[src/rtl/simon_pkg.sv]
// Shared state encoding, colour codes and LFSR step for the Simon sequencer.
package simon_pkg;

    typedef enum logic [2:0] {
        IDLE     = 3'd0,
        ADD      = 3'd1,
        SHOW_ON  = 3'd2,
        SHOW_GAP = 3'd3,
        INPUT    = 3'd4,
        FAIL     = 3'd5,
        WIN      = 3'd6
    } state_t;

    localparam logic [1:0] COL_R = 2'd0;
    localparam logic [1:0] COL_G = 2'd1;
    localparam logic [1:0] COL_B = 2'd2;
    localparam logic [1:0] COL_Y = 2'd3;

    localparam logic [15:0] LFSR_TAPS = 16'hB400;

    // Galois right-shift step; the bit shifted out selects whether the taps are applied.
    function automatic logic [15:0] lfsr_next(input logic [15:0] cur);
        return (cur >> 1) ^ (cur[0] ? LFSR_TAPS : 16'h0000);
    endfunction

endpackage

[src/rtl/simon_lfsr.sv]
// 16-bit Galois LFSR that supplies the next colour; steps only when asked.
module simon_lfsr #(
    parameter logic [15:0] SEED = 16'hACE1
) (
    input  logic        clock,
    input  logic        reset,
    input  logic        advance,
    output logic [15:0] state
);
    import simon_pkg::*;

    // NOTE: sequential state always uses <= so every flop samples pre-edge values.
    always_ff @(posedge clock) begin
        if (reset) begin
            state <= SEED;
        end else if (advance) begin
            state <= lfsr_next(state);
        end
    end

endmodule

[src/rtl/simon_seq_ctrl.sv]
// Simon round controller: grows a random colour sequence, plays it out, then
// checks the player's presses against it in order.
module simon_seq_ctrl #(
    parameter int          MAX_LEN     = 16,
    parameter int          SHOW_CYCLES = 4,
    parameter logic [15:0] LFSR_SEED   = 16'hACE1
) (
    input  logic                         clock,
    input  logic                         reset,
    input  logic                         start,
    input  logic                         btn_valid,
    input  logic [1:0]                   btn_color,
    output logic                         show_valid,
    output logic [1:0]                   show_color,
    output logic                         await_input,
    output logic [$clog2(MAX_LEN+1)-1:0] level,
    output logic                         game_over,
    output logic                         win
);
    import simon_pkg::*;

    localparam int LW = $clog2(MAX_LEN + 1);
    localparam int AW = $clog2(MAX_LEN);
    localparam int TW = (SHOW_CYCLES > 1) ? $clog2(SHOW_CYCLES) : 1;

    state_t        state;
    logic [LW-1:0] length;
    logic [LW-1:0] idx;
    logic [LW-1:0] idx_inc;
    logic [TW-1:0] timer;
    logic [1:0]    mem [MAX_LEN];
    logic [1:0]    lfsr_lo;
    logic [13:0]   lfsr_hi_unused;
    logic          last_idx;
    logic          timer_done;
    logic [1:0]    first_color;

    simon_lfsr #(
        .SEED(LFSR_SEED)
    ) u_lfsr (
        .clock  (clock),
        .reset  (reset),
        .advance(state == ADD),
        .state  ({lfsr_hi_unused, lfsr_lo})
    );

    assign idx_inc    = idx + LW'(1);
    assign last_idx   = (idx == length - LW'(1));
    assign timer_done = (timer == TW'(SHOW_CYCLES - 1));
    assign level      = length;
    // On the very first round mem[0] is being written in the same ADD cycle, so bypass it.
    assign first_color = (length == '0) ? lfsr_lo : mem[0];

    // NOTE: the sequence memory has no reset; every entry is written in ADD before it is ever read.
    always_ff @(posedge clock) begin
        if (state == ADD) begin
            mem[length[AW-1:0]] <= lfsr_lo;
        end
    end

    always_ff @(posedge clock) begin
        if (reset) begin
            state       <= IDLE;
            length      <= '0;
            idx         <= '0;
            timer       <= '0;
            show_valid  <= 1'b0;
            show_color  <= COL_R;
            await_input <= 1'b0;
            game_over   <= 1'b0;
            win         <= 1'b0;
        end else begin
            case (state)
                IDLE, FAIL, WIN: begin
                    if (start) begin
                        length    <= '0;
                        game_over <= 1'b0;
                        win       <= 1'b0;
                        state     <= ADD;
                    end
                end
                ADD: begin
                    length     <= length + LW'(1);
                    idx        <= '0;
                    timer      <= '0;
                    show_valid <= 1'b1;
                    show_color <= first_color;
                    state      <= SHOW_ON;
                end
                SHOW_ON: begin
                    if (timer_done) begin
                        timer      <= '0;
                        show_valid <= 1'b0;
                        show_color <= COL_R;
                        state      <= SHOW_GAP;
                    end else begin
                        timer <= timer + TW'(1);
                    end
                end
                SHOW_GAP: begin
                    if (timer_done) begin
                        timer <= '0;
                        if (last_idx) begin
                            idx         <= '0;
                            await_input <= 1'b1;
                            state       <= INPUT;
                        end else begin
                            idx        <= idx_inc;
                            show_valid <= 1'b1;
                            show_color <= mem[idx_inc[AW-1:0]];
                            state      <= SHOW_ON;
                        end
                    end else begin
                        timer <= timer + TW'(1);
                    end
                end
                INPUT: begin
                    if (btn_valid) begin
                        if (btn_color != mem[idx[AW-1:0]]) begin
                            await_input <= 1'b0;
                            game_over   <= 1'b1;
                            state       <= FAIL;
                        end else if (last_idx) begin
                            await_input <= 1'b0;
                            if (length == LW'(MAX_LEN)) begin
                                win   <= 1'b1;
                                state <= WIN;
                            end else begin
                                state <= ADD;
                            end
                        end else begin
                            idx <= idx_inc;
                        end
                    end
                end
                default: state <= IDLE;
            endcase
        end
    end

endmodule

[config.mk]
export PLATFORM = sky130hd
export DESIGN_NAME = simon_seq_ctrl
export DESIGN_NICKNAME = d
export VERILOG_FILES = /design/src/rtl/simon_pkg.sv /design/src/rtl/simon_lfsr.sv /design/src/rtl/simon_seq_ctrl.sv
export SDC_FILE = /design/constraint.sdc
export NUM_CORES = 1
export LEC_CHECK = 0
export BUFFER_PORTS_ARGS = -buffer_cell sky130_fd_sc_hd__buf_2
export CAP_MARGIN = 20
export CORE_ASPECT_RATIO = 0.6
export CORE_UTILIZATION = 55
export DETAILED_ROUTE_END_ITERATION = 7
export HOLD_SLACK_MARGIN = 0.05
export PLACE_DENSITY = 0.78
export SLEW_MARGIN = 5
export SYNTH_ARGS = -nofsm -noshare
export SYNTH_HDL_FRONTEND = slang
export SYNTH_SLANG_ARGS = --single-unit
[constraint.sdc]
create_clock -name clock -period 3.8 [get_ports clock]
set_clock_uncertainty 0.1 [all_clocks]
set_input_delay 1.14 -clock clock [delete_from_list [all_inputs] [get_ports clock]]
set_output_delay 1.14 -clock clock [all_outputs]
set_load 0.02 [all_outputs]
==> impl_results.html, run 1 <==
<table>
<tr><th>Metric</th><th>Value</th></tr>
<tr><th colspan="2">Die</th></tr>
<tr><td>Core Rows</td><td>22</td></tr>
<tr><td>Placeable core region</td><td>6300 um^2</td></tr>
<tr><td>Die area</td><td>between 7000 and 8000 um^2</td></tr>
<tr><td>Chip Height</td><td>between 60 and 70 um</td></tr>
<tr><td>Width of the die</td><td>108 um</td></tr>
<tr><td>IO Pins</td><td>17</td></tr>
<tr><td>Initial Utilization</td><td>58.8%</td></tr>
<tr><th colspan="2">Final layout</th></tr>
<tr><td>Final Cell Area</td><td>between 4000 and 5000 um^2</td></tr>
<tr><td>Final-stage net count</td><td>370</td></tr>
<tr><td>Ratio of cells with drive above 1 in the final layout</td><td>14.9%</td></tr>
<tr><td>Area overhead of the layout relative to synthesis</td><td>8.54%</td></tr>
<tr><td>Antenna Cells</td><td>0</td></tr>
<tr><th colspan="2">Logic synthesis</th></tr>
<tr><td>Synth top cells by count</td><td>46 x sky130_fd_sc_hd__nand2_1, 41 x sky130_fd_sc_hd__dfxtp_1, 35 x sky130_fd_sc_hd__nor2_1</td></tr>
<tr><td>Proportion of synthesized chip area in sequential cells</td><td>about 48%</td></tr>
<tr><td>Number of enable flip-flop cells after synthesis</td><td>32</td></tr>
<tr><td>Most used flip-flop cell after synthesis</td><td>sky130_fd_sc_hd__dfxtp_1</td></tr>
<tr><td>Async set-reset flop share out of synthesis</td><td>0%</td></tr>
<tr><td>Net count of the mapped netlist</td><td>between 300 and 400</td></tr>
<tr><td>Syn_area_per_cell</td><td>~11 um^2</td></tr>
<tr><td>Warnings from Yosys</td><td>0</td></tr>
<tr><td>Area contributors post-synth</td><td>sky130_fd_sc_hd__edfxtp_1 26%, sky130_fd_sc_hd__dfxtp_1 22%, sky130_fd_sc_hd__mux4_2 6.7%</td></tr>
<tr><td>Unique masters post-synth</td><td>48</td></tr>
<tr><td>Proportion of netlist area held by the largest area contributor</td><td>25.9%</td></tr>
<tr><td>Most common cell in the netlist</td><td>sky130_fd_sc_hd__nand2_1</td></tr>
<tr><td>Cell type with the highest aggregate area in the netlist</td><td>sky130_fd_sc_hd__edfxtp_1</td></tr>
<tr><td>Flip-flop and latch count after synthesis</td><td>between 70 and 80</td></tr>
<tr><td>Synthesized cell area</td><td>approximately 3700 um^2</td></tr>
<tr><td>Gate count of the mapped netlist</td><td>~350</td></tr>
<tr><th colspan="2">Critical path</th></tr>
<tr><td>Most common cell on crit path</td><td>sky130_fd_sc_hd__mux4_2</td></tr>
<tr><td>Delay of the slowest cell on the worst path</td><td>approximately 0.71 ns</td></tr>
<tr><td>Worst Setup Path Type</td><td>flip-flop to flip-flop</td></tr>
<tr><td>Critical path endpoint category</td><td>flip-flop</td></tr>
<tr><td>Crit path cell chain</td><td>ha_1 &gt; mux4_2 &gt; mux4_2 &gt; a31oi_1 &gt; a211oi_1</td></tr>
<tr><td>FF-to-FF setup slack</td><td>~0.93 ns</td></tr>
<tr><td>Data arrival at the endpoint of the critical path</td><td>2.97 ns</td></tr>
<tr><td>Startpoint type of the worst setup path</td><td>flip-flop</td></tr>
<tr><td>Slowest cell on crit path</td><td>sky130_fd_sc_hd__dfxtp_1</td></tr>
<tr><td>Crit path max fanout</td><td>14</td></tr>
<tr><td>CP Data Required Time</td><td>roughly 4 ns</td></tr>
<tr><th colspan="2">Global route</th></tr>
<tr><td>First-pass GRT wire length</td><td>14200 um</td></tr>
<tr><td>Total congestion overflow after global routing</td><td>0</td></tr>
<tr><td>Largest net degree at the start of global routing</td><td>27</td></tr>
<tr><td>Vias in the first global route</td><td>~2.6k</td></tr>
<tr><td>Global Route Usage Sum</td><td>about 28%</td></tr>
<tr><td>Initial antenna violation count</td><td>0</td></tr>
<tr><th colspan="2">Timing</th></tr>
<tr><td>Final number of max-transition violations</td><td>0</td></tr>
<tr><td>Slew HR</td><td>a little under half</td></tr>
<tr><td>Slew at the pin closest to its max-slew limit</td><td>0.807 ns</td></tr>
<tr><td>Hold violation count in the final report</td><td>0</td></tr>
<tr><td>Post-route clock period utilization</td><td>75.5%</td></tr>
<tr><td>Final critical-path required period</td><td>roughly 2.9 ns</td></tr>
<tr><td>Max Fclk</td><td>between 0.3 and 0.4 GHz</td></tr>
<tr><td>Setup repair after global routing missed its margin</td><td>false</td></tr>
<tr><td>Setup Viol. Count Final</td><td>0</td></tr>
<tr><td>Setup ws final</td><td>0.931 ns</td></tr>
<tr><td>Setup TNS</td><td>0 ns</td></tr>
<tr><th colspan="2">Drt</th></tr>
<tr><td>Detailed route wirelength on metal2</td><td>between 3000 and 4000 um</td></tr>
<tr><td>Via count</td><td>2817</td></tr>
<tr><td>1st-iter DRT viols</td><td>approximately 310</td></tr>
<tr><td>Via-to-Cell Ratio</td><td>6.30</td></tr>
<tr><td>Antenna violation net count after detailed routing</td><td>0</td></tr>
<tr><td>Top Layer Used</td><td>met4</td></tr>
<tr><td>Post-route met1 wirelength</td><td>approximately 4000 um</td></tr>
<tr><td>Routed Wire Length</td><td>a little under 9000 um</td></tr>
<tr><td>First-pass iteration count of the detailed router</td><td>5</td></tr>
<tr><td>WL/cell</td><td>19.9 um</td></tr>
<tr><td>DRC errors left</td><td>0</td></tr>
<tr><td>Wire length on met3</td><td>~1300 um</td></tr>
<tr><th colspan="2">Placed design</th></tr>
<tr><td>Area post-placement</td><td>approximately 3800 um^2</td></tr>
<tr><td>Pre-CTS WS</td><td>approximately 0.96 ns</td></tr>
<tr><td>Final weighted congestion of routability-driven global placement</td><td>0.950</td></tr>
<tr><td>Detailed-placement wirelength estimate</td><td>between 6000 and 7000 um</td></tr>
<tr><td>Count of port buffers added during placement</td><td>16</td></tr>
<tr><th colspan="2">CTS</th></tr>
<tr><td>Buffers inserted during post-CTS setup optimization</td><td>0</td></tr>
<tr><td>TritonCTS clock tree</td><td>yes</td></tr>
<tr><td>Insertion delay of the later-clocked pin in the worst-skew pair</td><td>between 0.3 and 0.4 ns</td></tr>
<tr><td>Clock transition time at the flip-flop clock pins of the worst setup and hold paths</td><td>approximately 0.080 ns</td></tr>
<tr><td>Largest buffer count on any clock path</td><td>2</td></tr>
<tr><td>Root buffer cell</td><td>sky130_fd_sc_hd__clkbuf_8</td></tr>
<tr><td>TritonCTS Buffers</td><td>9</td></tr>
<tr><td>Gates resized, CTS repair</td><td>0</td></tr>
<tr><td>Total number of H-tree levels</td><td>3</td></tr>
<tr><td>Clock net sink count</td><td>73</td></tr>
<tr><td>Number of hold-repair buffers added at the cts stage</td><td>0</td></tr>
<tr><th colspan="2">Power and ir drop</th></tr>
<tr><td>Total power draw</td><td>around 2400 uW</td></tr>
<tr><td>Worst-case vdd ir drop</td><td>between 200 and 300 uV</td></tr>
<tr><td>Static Leakage</td><td>approximately 0.0014 uW</td></tr>
<tr><td>Power per cell area</td><td>596 nW/um^2</td></tr>
<tr><th colspan="2">Hold path</th></tr>
<tr><td>Min-Delay Path Class</td><td>flip-flop to flip-flop</td></tr>
<tr><th colspan="2">Status</th></tr>
<tr><td>Run status</td><td>completed</td></tr>
<tr><th colspan="2">Job</th></tr>
<tr><td>Number of maximum-capacitance violations</td><td>0</td></tr>
</table>
[report_power, final]
| group | total, uW | switching, uW | internal, uW |
|---|---|---|---|
| Clock | 622 | 312 | 310 |
| Sequential | 1070 | 140 | 931 |
| Combinational | 706 | 422 | 285 |
[final cells by class]
class / count / area, um^2
timing repair buffer: 20 / 110
multi-input combinational: 249 / 1810
clock inverter: 7 / 78.8
sequential: 73 / 1780
tap: 84 / 105
fill: 486 / 2280
inverter: 5 / 18.8
clock buffer: 9 / 124
[worst paths after layout]
| check | start | cells past startpoint | to |
|---|---|---|---|
| worst max-delay path | idx[0] | 5 | show_color[0] |
| worst min-delay path | u_lfsr.state[10] | 2 | u_lfsr.state[9] |
| worst max register to register | idx[0] | 5 | show_color[0] |
| worst min register to register | u_lfsr.state[10] | 2 | u_lfsr.state[9] |
[kinds of logic (layout without fill, tap and decap cells)]
family | count (synthesis) | count (layout) | share of synthesized area, %
AO/OA/AOI/OAI | 70 | 70 | 12.5
XOR/XNOR | 15 | 15 | 3.95
adder cells (fa/ha/maj) | 6 | 6 | 2.02
buffers and inverters | 26 | 41 | 3.24
flip-flops | 73 | 73 | 48.1
multiplexers | 27 | 27 | 14.1
AND/OR/NAND/NOR | 131 | 131 | 16.2
[state kept, by name, indices dropped and copies added (netlist names), named ones only]
name	count
show_valid	1
u_lfsr.state	16
timer	2
level	5
idx	5
state	3
mem	32
await_input	1
show_color	2
game_over	1
win	1
[per-layer routing]
| layer | vias up | track usage [%] |
|---|---|---|
| li1 | 1306 | - |
| met1 | 1336 | 42.4 |
| met2 | 167 | 36.6 |
| met3 | 8 | 11.9 |
| met4 | 0 | 5.65 |
| met5 | - | 0 |
[cell usage in the layout, fill, tap and decap left out, types with 4 or more instances in the layout]
cell	instances
sky130_fd_sc_hd__inv_1	5
sky130_fd_sc_hd__a21oi_1	17
sky130_fd_sc_hd__mux4_1	7
sky130_fd_sc_hd__nand3_1	11
sky130_fd_sc_hd__edfxtp_1	32
sky130_fd_sc_hd__dfxtp_1	41
sky130_fd_sc_hd__xnor2_1	5
sky130_fd_sc_hd__nand2_1	46
sky130_fd_sc_hd__buf_4	4
sky130_fd_sc_hd__nand2b_1	9
sky130_fd_sc_hd__ha_1	6
sky130_fd_sc_hd__buf_2	16
sky130_fd_sc_hd__nor3_1	16
sky130_fd_sc_hd__nor2_1	35
sky130_fd_sc_hd__mux2i_1	8
sky130_fd_sc_hd__xor2_1	8
sky130_fd_sc_hd__nor2b_1	5
sky130_fd_sc_hd__mux4_2	11
sky130_fd_sc_hd__clkbuf_8	9
sky130_fd_sc_hd__o21ai_0	19
sky130_fd_sc_hd__a31oi_1	4
[through the flow]
| stage | hold WS [ns] | util [%] | cells |
|---|---|---|---|
| 6_report | 0.355 | 63.8 | 447 |
| 5_1_grt | 0.386 | 63.8 | 447 |
| 4_1_cts | 0.355 | 63.8 | 447 |
| 3_5_place_dp | 0.347 | 60.6 | 431 |
| 3_3_place_gp | 0.336 | 60.6 | 431 |
| 2_1_floorplan | 0.332 | - | 348 |
[worst max-delay path, delay by kind of cell (launching register included)]
family	cells	cell delay, ns
DFF	1	0.71
AOI/OAI and AO/OA	2	0.27
adders and majority gates	1	0.58
muxes	2	1.06
Note: power is estimated with default switching activity, not from simulation.
==> run 2, diff against run 1 <==
Settings changed: PLACE_DENSITY 0.78 to 0.8.
Clock period 3.8 ns to 2.5 ns, I/O delays scaled along.
==> impl_results.html, run 2 (same netlist as run 1, synthesis figures left out) <==
<table>
<tr><th>Metric</th><th>Value</th></tr>
<tr><th colspan="2">Placed design</th></tr>
<tr><td>Detailed-placement wirelength estimate</td><td>6910 um</td></tr>
<tr><td>Count of port buffers added during placement</td><td>16</td></tr>
<tr><td>Pre-CTS WS</td><td>-0.0194 ns</td></tr>
<tr><td>Final weighted congestion of routability-driven global placement</td><td>between 0.9 and 1</td></tr>
<tr><td>Area post-placement</td><td>slightly above 4000 um^2</td></tr>
<tr><th colspan="2">Timing</th></tr>
<tr><td>Setup repair after global routing missed its margin</td><td>false</td></tr>
<tr><td>Slew HR</td><td>roughly 60%</td></tr>
<tr><td>Setup Viol. Count Final</td><td>0</td></tr>
<tr><td>Final critical-path required period</td><td>about 2.4 ns</td></tr>
<tr><td>Max Fclk</td><td>around 0.42 GHz</td></tr>
<tr><td>Post-route clock period utilization</td><td>between 90% and 100%</td></tr>
<tr><td>Setup ws final</td><td>0.111 ns</td></tr>
<tr><td>Final number of max-transition violations</td><td>0</td></tr>
<tr><td>Worst hold-check slack</td><td>roughly 0.36 ns</td></tr>
<tr><td>Slew at the pin closest to its max-slew limit</td><td>a little over 0.6 ns</td></tr>
<tr><td>Hold violation count in the final report</td><td>0</td></tr>
<tr><th colspan="2">Global route</th></tr>
<tr><td>Largest net degree at the start of global routing</td><td>19</td></tr>
<tr><td>Initial antenna violation count</td><td>0</td></tr>
<tr><td>Global Route Usage Sum</td><td>29.2%</td></tr>
<tr><td>Vias in the first global route</td><td>roughly 2.7k</td></tr>
<tr><td>First-pass GRT wire length</td><td>14700 um</td></tr>
<tr><td>Total congestion overflow after global routing</td><td>0</td></tr>
<tr><th colspan="2">Critical path</th></tr>
<tr><td>Launch instance of the worst register-to-register path</td><td>level[1]</td></tr>
<tr><td>Depth of the most critical reg-to-reg path</td><td>8</td></tr>
<tr><td>FF-to-FF setup slack</td><td>around 0.11 ns</td></tr>
<tr><td>Launch point of the critical path</td><td>level[1]</td></tr>
<tr><td>Startpoint type of the worst setup path</td><td>flip-flop</td></tr>
<tr><td>End of the critical path</td><td>idx[3]</td></tr>
<tr><td>Worst reg2reg path endpoint</td><td>idx[3]</td></tr>
<tr><td>Worst Setup Path Type</td><td>flip-flop to flip-flop</td></tr>
<tr><td>CP Data Required Time</td><td>about 2.7 ns</td></tr>
<tr><td>Critical path endpoint category</td><td>flip-flop</td></tr>
<tr><td>Data arrival at the endpoint of the critical path</td><td>roughly 2.6 ns</td></tr>
<tr><td>Crit path max fanout</td><td>6</td></tr>
<tr><th colspan="2">Power and ir drop</th></tr>
<tr><td>Internal portion of total power</td><td>roughly 2400 uW</td></tr>
<tr><td>Switching Fraction</td><td>36.4%</td></tr>
<tr><td>Comb power frac</td><td>33.7%</td></tr>
<tr><td>Sequential cell fraction of total power</td><td>between 40% and 50%</td></tr>
<tr><td>Power per cell area</td><td>between 800 and 900 nW/um^2</td></tr>
<tr><td>Switch Pwr</td><td>about 1400 uW</td></tr>
<tr><td>Share of total power in the clock network</td><td>between 20 and 30%</td></tr>
<tr><td>Static Leakage</td><td>0.00157 uW</td></tr>
<tr><td>Worst-case vdd ir drop</td><td>between 600 and 700 uV</td></tr>
<tr><th colspan="2">CTS</th></tr>
<tr><td>Number of hold-repair buffers added at the cts stage</td><td>0</td></tr>
<tr><td>Clock transition time at the flip-flop clock pins of the worst setup and hold paths</td><td>about 0.08 ns</td></tr>
<tr><td>Total number of H-tree levels</td><td>3</td></tr>
<tr><td>Insertion delay of the later-clocked pin in the worst-skew pair</td><td>roughly 0.37 ns</td></tr>
<tr><td>TritonCTS clock tree</td><td>yes</td></tr>
<tr><td>Root buffer cell</td><td>sky130_fd_sc_hd__clkbuf_8</td></tr>
<tr><td>TritonCTS Buffers</td><td>9</td></tr>
<tr><td>Largest buffer count on any clock path</td><td>2</td></tr>
<tr><td>Clock net sink count</td><td>73</td></tr>
<tr><th colspan="2">Final layout</th></tr>
<tr><td>Most frequent cells in the layout</td><td>46 x sky130_fd_sc_hd__nand2_1, 39 x sky130_fd_sc_hd__dfxtp_1, 35 x sky130_fd_sc_hd__nor2_1</td></tr>
<tr><td>Antenna Cells</td><td>0</td></tr>
<tr><td>Fill cell instance count of the final layout</td><td>approximately 470</td></tr>
<tr><td>Most common library cell in the layout ignoring fill and taps</td><td>sky130_fd_sc_hd__nand2_1</td></tr>
<tr><td>Final-stage net count</td><td>395</td></tr>
<tr><td>Final Cell Area</td><td>around 4300 um^2</td></tr>
<tr><td>Flip-flop count of the largest register, all copies and words added</td><td>32</td></tr>
<tr><td>Ratio of cells with drive above 1 in the final layout</td><td>a little over a fifth</td></tr>
<tr><td>Area overhead of the layout relative to synthesis</td><td>14.6%</td></tr>
<tr><th colspan="2">Die</th></tr>
<tr><td>Chip Height</td><td>about 66 um</td></tr>
<tr><td>Core Rows</td><td>22</td></tr>
<tr><td>Die area</td><td>7080 um^2</td></tr>
<tr><td>Placeable core region</td><td>roughly 6300 um^2</td></tr>
<tr><td>Initial Utilization</td><td>between 50% and 60%</td></tr>
<tr><td>Width of the die</td><td>108 um</td></tr>
<tr><td>IO Pins</td><td>17</td></tr>
<tr><th colspan="2">Status</th></tr>
<tr><td>Run status</td><td>completed</td></tr>
<tr><th colspan="2">Drt</th></tr>
<tr><td>1st-iter DRT viols</td><td>between 300 and 400</td></tr>
<tr><td>Routed Wire Length</td><td>between 9000 and 10000 um</td></tr>
<tr><td>DRC errors left</td><td>0</td></tr>
<tr><td>Antenna violation net count after detailed routing</td><td>0</td></tr>
<tr><td>Via-to-Cell Ratio</td><td>6.25</td></tr>
<tr><td>WL/cell</td><td>between 15 and 20 um</td></tr>
<tr><td>Via count</td><td>~3.0k</td></tr>
<tr><td>First-pass iteration count of the detailed router</td><td>6</td></tr>
<tr><th colspan="2">Hold path</th></tr>
<tr><td>Min-Delay Path Class</td><td>flip-flop to flip-flop</td></tr>
<tr><th colspan="2">Job</th></tr>
<tr><td>Number of maximum-capacitance violations</td><td>0</td></tr>
</table>
run 2: how the worst min path moves through the flow:
| stage | end | cells past startpoint | from |
|---|---|---|---|
| after floorplan | u_lfsr.state[2] | 2 | u_lfsr.state[3] |
| after global placement | u_lfsr.state[8] | 2 | u_lfsr.state[9] |
| after detailed placement | u_lfsr.state[2] | 2 | u_lfsr.state[2] |
| after CTS | u_lfsr.state[2] | 2 | u_lfsr.state[2] |
| after global routing | u_lfsr.state[14] | 2 | u_lfsr.state[15] |
| final | u_lfsr.state[2] | 2 | u_lfsr.state[2] |
run 2: worst max-delay path: stages (launching register included):
cell and delay [ns]:
sky130_fd_sc_hd__dfxtp_1 0.33, sky130_fd_sc_hd__inv_1 0.07, sky130_fd_sc_hd__ha_2 0.35, sky130_fd_sc_hd__xor2_1 0.15, sky130_fd_sc_hd__nand3_1 0.25, sky130_fd_sc_hd__o21ai_1 0.25, sky130_fd_sc_hd__and4bb_4 0.29, sky130_fd_sc_hd__or2_2 0.35
sky130_fd_sc_hd__o21ai_0 0.18
run 2: final cells by class:
| class | instances | area, um^2 | area share, % |
|---|---|---|---|
| clock buffer | 9 | 124 | 2.91 |
| tap | 84 | 105 | 2.47 |
| timing repair buffer | 45 | 310 | 7.30 |
| clock inverter | 7 | 76.3 | 1.80 |
| sequential | 73 | 1790 | 42.1 |
| inverter | 5 | 18.8 | 0.442 |
| multi-input combinational | 249 | 1830 | 43.0 |
run 2: routing by layer:
metal | GRT usage, % | vias to the layer above | part of all wire, %
met1 | 44.5 | 1381 | 45
met4 | 6.85 | 0 | 1.2
li1 | - | 1361 | -
met5 | 0 | - | 0
met2 | 39.3 | 197 | 41
met3 | 9.92 | 12 | 13
run 2: through the flow:
step | TNS (ns) | util (%) | instances | power, uW
floorplan | 0 | - | 348 | 2420
global route | 0 | 67.4 | 472 | 3990
global placement | 0 | 63.8 | 456 | 2760
CTS | 0 | 67.0 | 472 | 3760
finish | 0 | 67.4 | 472 | 3790
detailed placement | -0.0398 | 63.8 | 456 | 2810
run 2: repair_timing:
item	4_1_cts	5_1_grt
resized for setup	2	8
pin swaps	0	0
buffers inserted	0	0
endpoints found under the setup margin	7	11
run 2: power groups by stage:
stage | Combinational [uW] | Clock (uW) | Sequential [uW]
after CTS | 1240 | 960 | 1560
after floorplan | 841 | 0 | 1580
final | 1280 | 953 | 1560
after global placement | 1190 | 0 | 1570
after detailed placement | 1230 | 0 | 1580
after global routing | 1400 | 1010 | 1580
